$ cat config.mk
export PLATFORM = sky130hd
export DESIGN_NAME = ir_pipeline
export DESIGN_NICKNAME = d
export VERILOG_FILES = /design/src/rtl/ir_pipeline_pkg.sv /design/src/rtl/ir_stage_reg.sv /design/src/rtl/ir_pipeline.sv
export SDC_FILE = /design/constraint.sdc
export NUM_CORES = 1
export LEC_CHECK = 0
export ABC_AREA = 1
export ABC_CLOCK_PERIOD_IN_PS = 1450
export BUFFER_PORTS_ARGS = -buffer_cell sky130_fd_sc_hd__buf_2
export CAP_MARGIN = 20
export CORE_MARGIN = 4
export CORE_UTILIZATION = 40
export DETAILED_ROUTE_END_ITERATION = 16
export GPL_ROUTABILITY_DRIVEN = 0
export PLACE_DENSITY = 0.73
export SYNTH_ARGS = -nofsm -noshare
export SYNTH_HDL_FRONTEND = slang
export SYNTH_HIERARCHICAL = 1
export SYNTH_SLANG_ARGS = --single-unit
$ cat constraint.sdc
create_clock -name clk -period 1.45 [get_ports clk]
set_input_delay 0.0725 -clock clk [delete_from_list [all_inputs] [get_ports clk]]
set_output_delay 0.0725 -clock clk [all_outputs]
set_load 0.01 [all_outputs]
$ cat src/rtl/ir_pipeline_pkg.sv
// ir_pipeline_pkg: shared constants and stage names for the instruction-register pipeline.
package ir_pipeline_pkg;

    localparam int MAX_WIDTH  = 64;
    localparam int MAX_STAGES = 16;

    localparam logic [MAX_WIDTH-1:0] IR_BUBBLE = '0;

    typedef enum logic [3:0] {
        IF_ID  = 4'd0,
        ID_EX  = 4'd1,
        EX_MEM = 4'd2,
        MEM_WB = 4'd3,
        WB     = 4'd4
    } stage_idx_e;

endpackage

$ cat src/rtl/ir_stage_reg.sv
// ir_stage_reg: one IR + valid register with clear/kill (zero), hold and load.
module ir_stage_reg
    import ir_pipeline_pkg::*;
#(
    parameter int WIDTH = 32
) (
    input  logic             clk,
    input  logic             clear,
    input  logic             hold_i,
    input  logic             kill_i,
    input  logic [WIDTH-1:0] ir_i,
    input  logic             valid_i,
    output logic [WIDTH-1:0] ir_o,
    output logic             valid_o
);

    logic [WIDTH-1:0] ir_q;
    logic             valid_q;

    always_ff @(posedge clk) begin
        if (clear || kill_i) begin
            ir_q    <= IR_BUBBLE[WIDTH-1:0];
            valid_q <= 1'b0;
        end else if (!hold_i) begin
            ir_q    <= ir_i;
            valid_q <= valid_i;
        end
    end

    assign ir_o    = ir_q;
    assign valid_o = valid_q;

endmodule

$ cat src/rtl/ir_pipeline.sv
// ir_pipeline: PC register plus STAGES-deep IR/valid chain with stall, flush and fetch bubbles.
// Optional saturating bubble counter on port bubble_count when IR_PIPELINE_BUBBLE_COUNT_EN is defined.
module ir_pipeline
    import ir_pipeline_pkg::*;
#(
    parameter int               WIDTH    = 32,
    parameter int               STAGES   = 5,
    parameter int               PC_STEP  = 4,
    parameter logic [WIDTH-1:0] RESET_PC = '0
) (
    input  logic                    clk,
    input  logic                    clear,
    output logic [WIDTH-1:0]        pc,
    input  logic [WIDTH-1:0]        fetch_inst,
    input  logic                    fetch_valid,
    input  logic                    stall,
    input  logic                    flush,
    input  logic [WIDTH-1:0]        redirect_pc,
    output logic [STAGES*WIDTH-1:0] stage_ir,
    output logic [STAGES-1:0]       stage_valid,
    output logic [WIDTH-1:0]        retire_ir,
    output logic                    retire_valid
`ifdef IR_PIPELINE_BUBBLE_COUNT_EN
    ,
    output logic [31:0]             bubble_count
`endif
);

    logic [WIDTH-1:0]              pc_q, pc_d;
    logic [WIDTH-1:0]              fetch_ir;
    logic [STAGES-1:0][WIDTH-1:0]  ir_w, in_ir;
    logic [STAGES-1:0]             vld_w, in_vld;

    always_comb begin
        pc_d = clear ? RESET_PC :
               flush ? redirect_pc :
               stall ? pc_q :
               fetch_valid ? pc_q + WIDTH'(PC_STEP) : pc_q;
    end

    always_ff @(posedge clk) begin
        pc_q <= pc_d;
    end

    // Bubbles enter as zero so every invalid stage holds a zero IR.
    assign fetch_ir = fetch_valid ? fetch_inst : IR_BUBBLE[WIDTH-1:0];
    assign in_ir    = {ir_w[STAGES-2:0], fetch_ir};
    assign in_vld   = {vld_w[STAGES-2:0], fetch_valid};

    for (genvar k = 0; k < STAGES; k++) begin : g_stage
        ir_stage_reg #(.WIDTH(WIDTH)) u_reg (
            .clk     (clk),
            .clear   (clear),
            .hold_i  (stall),
            .kill_i  (flush),
            .ir_i    (in_ir[k]),
            .valid_i (in_vld[k]),
            .ir_o    (ir_w[k]),
            .valid_o (vld_w[k])
        );
    end

    assign pc           = pc_q;
    assign stage_ir     = ir_w;
    assign stage_valid  = vld_w;
    assign retire_ir    = ir_w[STAGES-1];
    assign retire_valid = vld_w[STAGES-1];

`ifdef IR_PIPELINE_BUBBLE_COUNT_EN
    logic [31:0] bubble_q, bubble_d;
    logic        advance;

    assign advance = !clear && !flush && !stall;

    always_comb begin
        bubble_d = clear ? 32'd0 :
                   (advance && !fetch_valid && bubble_q != 32'hFFFF_FFFF) ? bubble_q + 32'd1 : bubble_q;
    end

    always_ff @(posedge clk) begin
        bubble_q <= bubble_d;
    end

    assign bubble_count = bubble_q;
`endif

endmodule

## Word level (Yosys, flattened, before mapping)

Cells that the tools add are included.

| cells by class | value |
|---|---|
| equal/unequal tests | 1 |
| add/subtract/negate cells | 1 |
| mux-type cells | 4 |
| reduce and logical (&&, ||, !) cells | 3 |

Operators by type and width:

| operator | count |
|---|---|
| 32-bit 2-to-1 mux | 4 |
| 32-bit by 3-bit adder with 32-bit output, second input constant | 1 |
| 2-bit by 1-bit != test with 1-bit output, second input constant | 1 |
| 2-bit AND reduction | 1 |
| 2-bit nonzero test | 1 |
| 1-bit logical OR | 1 |

| word-level totals | value |
|---|---|
| register bits | 197 |
| output and inout port bits | 230 |
| word-level logic and storage cells | 20 |
| input bits | 69 |

## Logic depth before layout (Yosys ltp)

| depth | value |
|---|---|
| depth after elaboration | 4 |
| gate-level depth with buffers | 10 |
| depth with buffers taken out | 10 |

## By module

The synthesis kept the hierarchy.

By module, submodules not included:

| module | sequential area each (sq um) | area each (sq um) | instances | cells each |
|---|---|---|---|---|
| ir_stage_reg | 660.6 | 1,376.3 | 5 | 209 |
| ir_pipeline | 640.6 | 2,771.4 | 1 | 446 |

## Least setup slack after synthesis

OpenSTA, ideal clock, no wires.

| timing | value |
|---|---|
| kind | register to register |
| from | reg pc_q[2] (netlist: pc[2]) |
| to | reg pc_q[26] (netlist: pc[26]) |
| data required time | 1.319 ns |
| stages on the path, launching flop included | 11 |
| library setup time | 0.131 ns |
| path buffers | 0 |
| period minus slack after synthesis | 1.471 ns |
| arrival time | 1.340 ns |
| setup slack | -0.021 ns |
| cells stage by stage | dfxtp_1 ha_1 nand2_2 nor2_4 nand2_4 nor2_8 nand2_1 nand2_1 nand3_1 nand2_1 a21oi_1 |

| on the way | value |
|---|---|
| word-level cells in the longest chain between the ends | 4 |

RTL lines:

| element | line | RTL |
|---|---|---|
| start, declared | ir_pipeline.sv:29 | `logic [WIDTH-1:0] pc_q, pc_d;` |
| start signal, assigned | ir_pipeline.sv:42 | `pc_q <= pc_d;` |
| 32-bit by 3-bit adder with 32-bit output | ir_pipeline.sv:38 | `fetch_valid ? pc_q + WIDTH'(PC_STEP) : pc_q;` |
| 32-bit 2-to-1 mux | ir_pipeline.sv:38 |  |
| 32-bit 2-to-1 mux | ir_pipeline.sv:37 | `stall ? pc_q :` |
| 32-bit 2-to-1 mux | ir_pipeline.sv:36 | `flush ? redirect_pc :` |

Every way passes these cells. The select of a mux whose other input is x is not followed.
A chain may end at the register's enable or synchronous reset.

## Worst setup path after layout

| timing | value |
|---|---|
| from | reg pc_q[2] (netlist: pc[2]) |
| to | reg pc_q[13] (netlist: pc[13]) |

Same word-level chain as after synthesis.

==> results.yml <==
yosys:
  synth_cell_types: 33
  yosys-top-cells-area: "dfxtp_1 41%, nand2_1 18%, nor2_1 14%"
  synth_top_area_cell: "dfxtp_1"
  synth_cells: 1491
  synth_area_um2: 9650
  ys_seq_elements: 197
  yosysSeqAreaShare_pct: 40.9
  synth_top_area_share_pct: 40.9
  synth_warnings: 6
  postSynthAreaPerCell_um2: 6.47
  syn-num-nets: 1561
timing:
  setup_ws_ps: -27.8
  report.final.slew_viol_count: 0
  period_needed_ps: 1480
  slew_headroom_pct: 55.0
  hold_viol: 0
  worst_pin_slew_ps: 675
  fmax_mhz: 677
  timing.hold.ws_ps: 25.1
  final-setup-viol-count: 1
  post-route-period-util_pct: 102
  skew_ps: 16.3
  rsz0062_at_grt: "yes"
  finalSetupTns_ps: -27.8
pwr:
  swShare_pct: 29.7
  vdd_drop_max_v: 0.000730
  power.switching_mw: 3.68
  p_comb_share_pct: 14.1
  p_int_mw: 8.71
  leakage_nw: 6.44
  seqPwrFrac_pct: 47.1
  pwr-share-clk_pct: 38.8
  powerDensity_nw_per_um2: 1010
routing:
  firstDrtPassIters: 5
  routed.top_layer: "met4"
  wl_met1_mm: 12.9
  routed_wl_mm: 27.6
  vias_per_cell: 4.32
  drc: 0
  num_vias: 9177
  wl_met3_mm: 1.58
  wire_per_inst_um: 13.0
  wl_met2_mm: 12.0
  detail-route-antenna-nets: 0
  drt_iter0_markers: 670
layout:
  layout_commonest_cell: "nand2_1"
  nNetsFinal: 1862
  insertedDiodeCount: 0
  area_delta_synth_final_pct: 27.7
  layout.cells.non_filler: 2124
  drive_gt1_share_pct: 23.2
  layout_common_cells: "457 x nand2_1, 361 x nor2_1, 297 x buf_2, 240 x inv_1, 187 x dfxtp_1"
  finalCoreUtilization_pct: 52.2
grt:
  track_usage_pct: 19.8
  grt_antenna_before_repair: 0
  grt_start_max_net_pins: 168
  grt_pass1_vias: 8145
  grt_pass1_wl_mm: 42.7
  grt-ovfl-total: 0
min_path:
  whs_path_depth: 5
  holdCritPathClass: "in2reg"
die:
  die_y_um: 163
  fp.coreArea_um2: 23600
  floorplan.rows: 56
  dieArea_um2: 26700
  io_pins: 299
  die_x_um: 163
  start_util_pct: 40.9
flow_run:
  max_cap_viol_count: 0
critical_path:
  path_cells: "buf_6 -> nand3_4 -> nor2_4 -> nand2_4 -> buf_4 -> nor2_4 -> xor2_1 -> nand2_1 -> a21oi_1"
  rr_worst_depth: 9
  end_kind: "flip-flop"
  max_stage_delay_ps: 370
  start_kind: "flip-flop"
  worstPathRequired_ps: 1820
  cp.arrival_ps: 1850
  path_max_fanout: 5
  cp_slowest_cell: "dfxtp_2"
  critPathMostFrequentCell: "nor2_4"
  criticalPathCategory: "reg2reg"
clocking:
  cts_num_sinks: 197
  htreeDepth: 4
  clk_pin_slew_ps: 80
  cts.path.max_buffers: 2
  cts_tree: "done"
  clkLatencyLatePin_ps: 440
  cts-root-buf: "clkbuf_16"
  numCtsBuffers: 17
place:
  pre_cts_ws_ps: 8.77
  port_buffers: 298
  hpwl_mm: 19.4
  dp.cells: 2040
outcome:
  outcome: "finished, violations left"
  violations: "negative setup slack"
==> critical path: cells and delay by family, from the launching register on <==
kind	cells	cell delay [ps]
buffers and inverters	2	280
AND/OR/NAND/NOR	5	490
AO/OA/AOI/OAI	1	120
XOR/XNOR	1	150
flip-flops	1	370
==> sequential cells by signal (all words and copies together) (netlist names) <==
signal                 flops
g_stage.u_reg/ir_o       160
pc                        32
g_stage.u_reg/valid_o      5
==> synthesized netlist by cell type <==
library cell and instances:
nand2_2 2, a21oi_1 27, a22oi_1 1, nor3_1 2, o21a_1 1, a22o_1 7
buf_6 21, dfxtp_1 197, buf_4 57, inv_1 240, a211oi_1 2, o21bai_1 4
a311oi_1 1, inv_4 2, xor2_1 9, clkbuf_1 6, nor3_2 2, a31oi_1 3
xnor2_1 3, nand2_1 458, nand2_4 2, nor2_4 14, ha_1 1, nor2_2 1
o21ai_1 1, nor2_8 4, nand3_2 2, nand3_1 28, buf_2 14, o21ai_0 9
nand4_1 2, nor2_1 366, or2_2 2
==> worst paths after layout <==
| check | from | end | slack (ps) |
|---|---|---|---|
| setup / recovery | pc[2] | pc[13] | -30 |
| hold / removal | redirect_pc[28] | pc[28] | 30 |
| setup reg to reg | pc[2] | pc[13] | -30 |
| hold reg to reg | pc[1] | pc[1] | 470 |
==> repair_timing <==
action                     in CTS  in global routing
hold buffers                   47                  0
hold endpoints to repair       47                  0
gates resized for setup         3                 23
setup endpoints to repair       3                 22
pin swaps                       7                  8
setup buffers                   0                  5
==> per-layer routing <==
layer	up-vias	global-route usage [%]
li1	4887	-
met1	3916	27.4
met2	306	29.8
met3	68	3.84
met4	0	9.68
met5	-	0
==> final cells by class <==
type                       instances  area [um^2]
fill                            2357        11300
multi-input combinational        954         4100
sequential                       197         3960
timing repair buffer             380         2340
inverter                         242          913
clock buffer                      17          425
tap                              319          399
clock inverter                    15          184
==> metrics by stage <==
step                total power, mW  instance area [um^2]
global route                   13.0                 12300
floorplan                      7.00                  9660
finish                         12.4                 12300
CTS                            12.5                 12200
detailed placement             7.57                 11100
global placement               7.54                 11100
==> power by group through the flow <==
stage                     logic (mW)  clock network [mW]  registers, mW
after floorplan                0.989                   0           6.02
after global placement          1.59                   0           5.94
after detailed placement        1.62                   0           5.95
after CTS                       1.73                4.93           5.82
after global routing            1.95                5.14           5.86
final                           1.75                4.81           5.83
==> logic make-up after synthesis <==
logic type / count (synthesis) / share of synthesized area [%]
adder cells (fa/ha/maj): 1 / 0.130
flip-flops: 197 / 40.9
AND/OR/NAND/NOR: 885 / 37.2
XOR/XNOR: 12 / 1.09
buffers and inverters: 340 / 17.3
AO/OA/AOI/OAI: 56 / 3.46
Power figures use the tool's default switching activity.
